`config.mk`:
```
export PLATFORM = sky130hd
export DESIGN_NAME = sprite_bus_arbiter
export DESIGN_NICKNAME = d
export VERILOG_FILES = /design/src/rtl/sprite_pkg.sv /design/src/rtl/wishbone_pkg.sv /design/src/rtl/sprite_bus_arbiter_rr_pick.sv /design/src/rtl/sprite_bus_arbiter.sv
export SDC_FILE = /design/constraint.sdc
export NUM_CORES = 1
export LEC_CHECK = 0
export BUFFER_PORTS_ARGS = -buffer_cell sky130_fd_sc_hd__buf_4
export CAP_MARGIN = 20
export CORE_AREA = 3 3 238 240
export DETAILED_ROUTE_END_ITERATION = 8
export DIE_AREA = 0 0 241 243
export GPL_TIMING_DRIVEN = 0
export PLACE_DENSITY_LB_ADDON = 0.1
export SKIP_LAST_GASP = 1
export SYNTH_ARGS = -nofsm -noshare
export SYNTH_HDL_FRONTEND = slang
export SYNTH_HIERARCHICAL = 1
export SYNTH_SLANG_ARGS = --single-unit
```
`constraint.sdc`:
```
create_clock -name clk -period 3.1 [get_ports clk]
set_clock_uncertainty 0.15 [all_clocks]
set_input_delay 0.155 -clock clk [delete_from_list [all_inputs] [get_ports clk]]
set_output_delay 0.155 -clock clk [all_outputs]
set_load 0.005 [all_outputs]
```
`src/rtl/sprite_pkg.sv`:
```
// Arbiter-local types and defaults for the sprite controller bus.
package sprite_pkg;

  typedef enum logic [1:0] {
    IDLE    = 2'd0,
    BUSY    = 2'd1,
    RELEASE = 2'd2
  } state_t;

  // Cycles a granted transfer may wait for ack before it is aborted
  localparam logic [11:0] TIMEOUT_DEFAULT = 12'd1023;

  // Cycle id presented to the slave while no master owns the bus
  localparam logic [3:0] CID_IDLE = 4'd7;

endpackage

```
`src/rtl/wishbone_pkg.sv`:
```
// Wishbone B4 request/response bundles shared by the sprite subsystem.
package wishbone_pkg;

  // Burst type extension
  typedef enum logic [1:0] {
    LINEAR = 2'd0,
    WRAP4  = 2'd1,
    WRAP8  = 2'd2,
    WRAP16 = 2'd3
  } wb_bte_t;

  // Cycle type identifier
  typedef enum logic [2:0] {
    CLASSIC     = 3'd0,
    CONST_BURST = 3'd1,
    INCR_BURST  = 3'd2,
    END_BURST   = 3'd7
  } wb_cti_t;

  typedef struct packed {
    logic        cyc;
    logic        stb;
    logic        we;
    logic [3:0]  sel;
    logic [31:0] adr;
    logic [31:0] dat;
    wb_bte_t     bte;
    wb_cti_t     cti;
    logic [7:0]  blen;
    logic [3:0]  cid;
  } wb_write_request32_t;

  typedef struct packed {
    logic        ack;
    logic        err;
    logic [31:0] dat;
  } wb_read_response32_t;

endpackage

```
`src/rtl/sprite_bus_arbiter_rr_pick.sv`:
```
// Combinational round-robin finder: first pending requester after 'last', wrapping.
module rr_pick #(
  parameter int unsigned NREQ = 4,
  parameter int unsigned IW   = (NREQ > 1) ? $clog2(NREQ) : 1
) (
  input  logic [NREQ-1:0] pending,
  input  logic [IW-1:0]   last,
  output logic            valid,
  output logic [IW-1:0]   idx
);

  logic [31:0] cand;

  // Scan last+1 .. last+NREQ; 'last' itself comes last so it only wins when alone.
  always_comb begin
    valid = 1'b0;
    idx   = '0;
    cand  = '0;
    for (int k = 1; k <= int'(NREQ); k++) begin
      cand = (32'(last) + 32'(k)) % NREQ;
      if (!valid && pending[cand[IW-1:0]]) begin
        valid = 1'b1;
        idx   = cand[IW-1:0];
      end
    end
  end

endmodule

```
`src/rtl/sprite_bus_arbiter.sv`:
```
// Round-robin Wishbone arbiter giving NREQ masters access to the sprite controller slave.
module sprite_bus_arbiter
  import wishbone_pkg::*;
  import sprite_pkg::*;
#(
  parameter int unsigned NREQ    = 4,
  parameter logic [11:0] TIMEOUT = TIMEOUT_DEFAULT
) (
  input  logic                                clk,
  input  logic                                rst,
  input  wb_write_request32_t [NREQ-1:0]      req_i,
  output wb_read_response32_t [NREQ-1:0]      resp_o,
  output wb_write_request32_t                 m_req,
  input  wb_read_response32_t                 m_resp,
  output logic                                cs,
  output logic [NREQ-1:0]                     grant_o,
  output logic                                timeout_o
);

  localparam int unsigned IW = (NREQ > 1) ? $clog2(NREQ) : 1;

  localparam wb_write_request32_t MReqReset = '{
    cyc:  1'b0,
    stb:  1'b0,
    we:   1'b0,
    sel:  4'h0,
    adr:  32'h0,
    dat:  32'h0,
    bte:  LINEAR,
    cti:  CLASSIC,
    blen: 8'd0,
    cid:  CID_IDLE
  };

  state_t              state_q, state_d;
  logic [IW-1:0]       last_grant_q, last_grant_d;
  logic [11:0]         cnt_q, cnt_d;
  wb_write_request32_t m_req_q, m_req_d;

  logic [NREQ-1:0]     pending;
  logic                pick_valid;
  logic [IW-1:0]       pick_idx;
  logic                abort;

  // A master is pending when it drives both cyc and stb
  always_comb begin
    pending = '0;
    for (int i = 0; i < int'(NREQ); i++) begin
      pending[i] = req_i[i].cyc & req_i[i].stb;
    end
  end

  rr_pick #(
    .NREQ (NREQ),
    .IW   (IW)
  ) u_rr_pick (
    .pending (pending),
    .last    (last_grant_q),
    .valid   (pick_valid),
    .idx     (pick_idx)
  );

  // Arbitration FSM next state; last_grant_q doubles as the current owner while BUSY.
  always_comb begin
    state_d      = state_q;
    last_grant_d = last_grant_q;
    cnt_d        = cnt_q;
    m_req_d      = m_req_q;
    abort        = 1'b0;

    unique case (state_q)
      IDLE: begin
        // Never start a cycle while the slave is still holding ack from the last one
        if (pick_valid && !m_resp.ack) begin
          state_d      = BUSY;
          last_grant_d = pick_idx;
          cnt_d        = '0;
          m_req_d      = req_i[pick_idx];
        end
      end

      BUSY: begin
        // Release on ack so a master still holding cyc cannot retain the bus
        if (m_resp.ack || !req_i[last_grant_q].cyc) begin
          state_d     = RELEASE;
          m_req_d.cyc = 1'b0;
          m_req_d.stb = 1'b0;
          m_req_d.we  = 1'b0;
        end else if (cnt_q == TIMEOUT) begin
          // Reset wins over abort so a reset never emits a stray err/timeout pulse
          abort       = ~rst;
          state_d     = RELEASE;
          m_req_d.cyc = 1'b0;
          m_req_d.stb = 1'b0;
          m_req_d.we  = 1'b0;
        end else begin
          cnt_d   = cnt_q + 12'd1;
          m_req_d = req_i[last_grant_q];
        end
      end

      RELEASE: begin
        if (!m_resp.ack) begin
          state_d = IDLE;
        end
      end

      default: begin
        state_d     = IDLE;
        m_req_d.cyc = 1'b0;
        m_req_d.stb = 1'b0;
        m_req_d.we  = 1'b0;
      end
    endcase
  end

  // State, owner, timeout counter and slave-side request registers
  always_ff @(posedge clk) begin
    if (rst) begin
      state_q      <= IDLE;
      last_grant_q <= IW'(NREQ - 1);
      cnt_q        <= '0;
      m_req_q      <= MReqReset;
    end else begin
      state_q      <= state_d;
      last_grant_q <= last_grant_d;
      cnt_q        <= cnt_d;
      m_req_q      <= m_req_d;
    end
  end

  // Grant decode and combinational response steering to the owner only
  always_comb begin
    resp_o    = '0;
    grant_o   = '0;
    timeout_o = abort;
    if (state_q == BUSY) begin
      grant_o                    = NREQ'(1) << last_grant_q;
      resp_o[last_grant_q]       = m_resp;
      resp_o[last_grant_q].err   = m_resp.err | abort;
    end
  end

  assign m_req = m_req_q;
  assign cs    = m_req_q.cyc;

endmodule

```
==> impl_metrics.py <==
metrics = {
    "floorplan": {
        "die_w_um": 241,
        "rows": 86,
        "fp.dieArea_um2": 58600,
        "core_area_um2": 54900,
        "boundaryPins": 618,
        "die_h_um": 243,
        "start_util_pct": 18.0,
    },
    "timing": {
        "rsz0062_at_grt": "yes",
        "period_needed_ns": 2.89,
        "setup-violations-final": 0,
        "hold_viol_final": 0,
        "whs_ns": 0.0930,
        "max-slew-margin-rel_pct": 30.8,
        "final_min_period_over_clock_period_pct": 93.4,
        "finalSetupTns_ns": 0,
        "max_freq_ghz": 0.345,
        "drv_slew": 0,
        "worst_pin_slew_ns": 1.04,
    },
    "setup_path": {
        "cp_max_fo": 10,
        "r2r_end": "m_req[10]",
        "critPathArrivalTime_ns": 2.59,
        "reg2reg_depth": 4,
        "reg2reg_slack_ns": 0.28,
        "cp-endpoint": "resp_o[79]",
        "crit_type": "reg2out",
        "timing.critical_path.from_type": "flop",
        "startpoint": "last_grant_q[0]",
        "worstReg2RegStart": "last_grant_q[1]",
        "end_kind": "output pin",
        "worstPathRequired_ns": 2.79,
    },
    "global_routing": {
        "grt.overflow.total": 0,
        "grt_max_degree": 18,
        "grt_pass1_wl_um": 79300,
        "antenna_found_initial": 6,
        "first_global_vias": 11500,
        "track_usage_pct": 18.4,
    },
    "synthesis": {
        "netlist_area_um2": 9890,
        "synth_async_sr_flop_share_pct": 0,
        "ys_seq_area_share_pct": 21.1,
        "avgSynthCellArea_um2": 10.8,
        "synth_top_cell_area_share_pct": 40.1,
        "synthFlopType": "dfxtp_1",
        "synthTopCellsByArea": "mux4_2 40%, dfxtp_1 21%, o221a_2 9.0%, and2_1 8.7%, nor2_1 6.9%",
        "synth_seq_cells": 104,
        "postSynthCellCount": 918,
        "syn_nets": 1307,
        "synth_edf_count": 0,
        "yosys_warnings": 6,
        "yosysTopAreaCell": "mux4_2",
        "synth_cell_types": 49,
    },
    "routing": {
        "post_drt_via_cell_ratio": 4.74,
        "drt-wirelength-per-cell_um": 24.7,
        "first_pass_iters": 4,
        "drt_wl_total_um": 55800,
        "route.vias.total": 10700,
        "dr.first_iter.drc_count": 453,
        "antenna_left": 0,
        "drc": 0,
    },
    "run": {
        "cap_violations": 0,
    },
    "outcome": {
        "outcome": "finished clean",
    },
    "power": {
        "ir_worst_vdd_uv": 221,
        "power.density_nw_per_um2": 342,
        "finalPower_uw": 5390,
        "p_leak_uw": 0.00680,
    },
    "clock_tree": {
        "ctsHoldBuffers": 0,
        "clock_latency_ns": 0.39,
        "cts_max_path_buffers": 2,
        "htreeDepth": 3,
        "root_buffer": "clkbuf_16",
        "clkTransAtPathRegs_ns": 0.09,
        "cts_setup_buffers": 0,
        "ctsResizeCount": 13,
        "clock_sinks": 104,
        "cts_tree": "yes",
        "cts_inserted_buffers": 9,
    },
    "place": {
        "io_buffers": 617,
        "dpl.hpwl_um": 46100,
        "gp_congestion": 0.839,
    },
    "final_layout": {
        "final_cell_mix": "620 x buf_4, 182 x nor2_1, 176 x mux4_2, 137 x and2_1, 103 x dfxtp_1",
        "layout_commonest_cell": "buf_4",
        "nNetsFinal": 1934,
        "nFillCells": 5893,
        "syn_to_final_growth_pct": 59.2,
        "drive_above_1_share_pct": 61.5,
    },
    "hold_path": {
        "hold_class": "in2reg",
    },
}
==> cells in the mapped netlist (6+ instances only) <==
master / n
mux4_2: 176
buf_2: 42
nand3_1: 7
nor2_1: 183
nand4_1: 7
inv_1: 7
a31oi_1: 13
buf_1: 9
dfxtp_1: 104
and2_1: 137
nor3_1: 6
o221a_2: 79
o32ai_1: 6
nor2b_1: 9
nand2b_1: 6
nand2_1: 9
clkbuf_1: 50
a21oi_1: 7
==> flip-flops by register name, indices dropped and copies added (netlist names) <==
signal / count
m_req: 87
cnt_q: 12
last_grant_q: 2
state_q: 2
cs: 1
==> power by group <==
part	total, µW	switching [µW]	internal, µW
sequential	1590	101	1490
combinational	2530	1110	1410
clock	1270	635	638
total	5390	1850	3540
==> cell type report <==
cell class                 count  area, µm²  share of cell area [%]
multi-input combinational    702       7340                    46.6
timing repair buffer         618       4640                    29.4
sequential                   104       2080                    13.2
tap                          704        881                    5.59
buffer                       103        479                    3.04
clock buffer                  11        233                    1.48
clock inverter                 5       63.8                   0.405
inverter                       7       26.3                   0.167
antenna                        1       2.50                  0.0159
==> worst max-delay path, cell delays in order (launching register included) <==
cell	delay (ns)
dfxtp_1	0.35
buf_2	0.17
buf_2	0.25
clkbuf_4	0.30
nor2_4	0.31
clkbuf_1	0.40
and2_1	0.27
buf_4	0.13
==> worst min-delay path by stage <==
stage / start / endpoint / slack [ns] / cells past startpoint
2_1_floorplan: m_resp[0] / resp_o[0] / 0.27 / 1
3_3_place_gp: m_req[69] / m_req[69] / 0.37 / 1
3_5_place_dp: m_req[26] / m_req[26] / 0.37 / 1
4_1_cts: req_i[28] / m_req[28] / 0.07 / 3
5_1_grt: req_i[254] / m_req[78] / 0.08 / 3
6_report: req_i[28] / m_req[28] / 0.09 / 3
==> cell families after synthesis <==
logic type	after synthesis	share of synthesized area (%)
mux	185	41.0
compound gates	127	12.9
flops	104	21.1
fa+ha+maj	1	0.127
simple gates	389	19.9
buf+inv	112	5.01
==> metal layers <==
layer,routed length (µm),global-route usage [%]
met1,21700,21.4
met5,34,0
met3,4170,4.56
met2,28900,33.6
met4,968,4.46
==> per-stage QoR <==
| step | instance area [µm²] | util [%] | instances | worst slack (ns) |
|---|---|---|---|---|
| after detailed placement | 15400 | 28.1 | 2240 | -0.336 |
| after floorplan | 9890 | - | 918 | 0.612 |
| after global routing | 15700 | 28.7 | 2254 | -0.00391 |
| after CTS | 15700 | 28.7 | 2255 | -0.0605 |
| final | 15700 | 28.7 | 2255 | 0.205 |
| after global placement | 15400 | 28.1 | 2239 | -0.351 |
No activity file was read; power rests on OpenSTA's default activity.
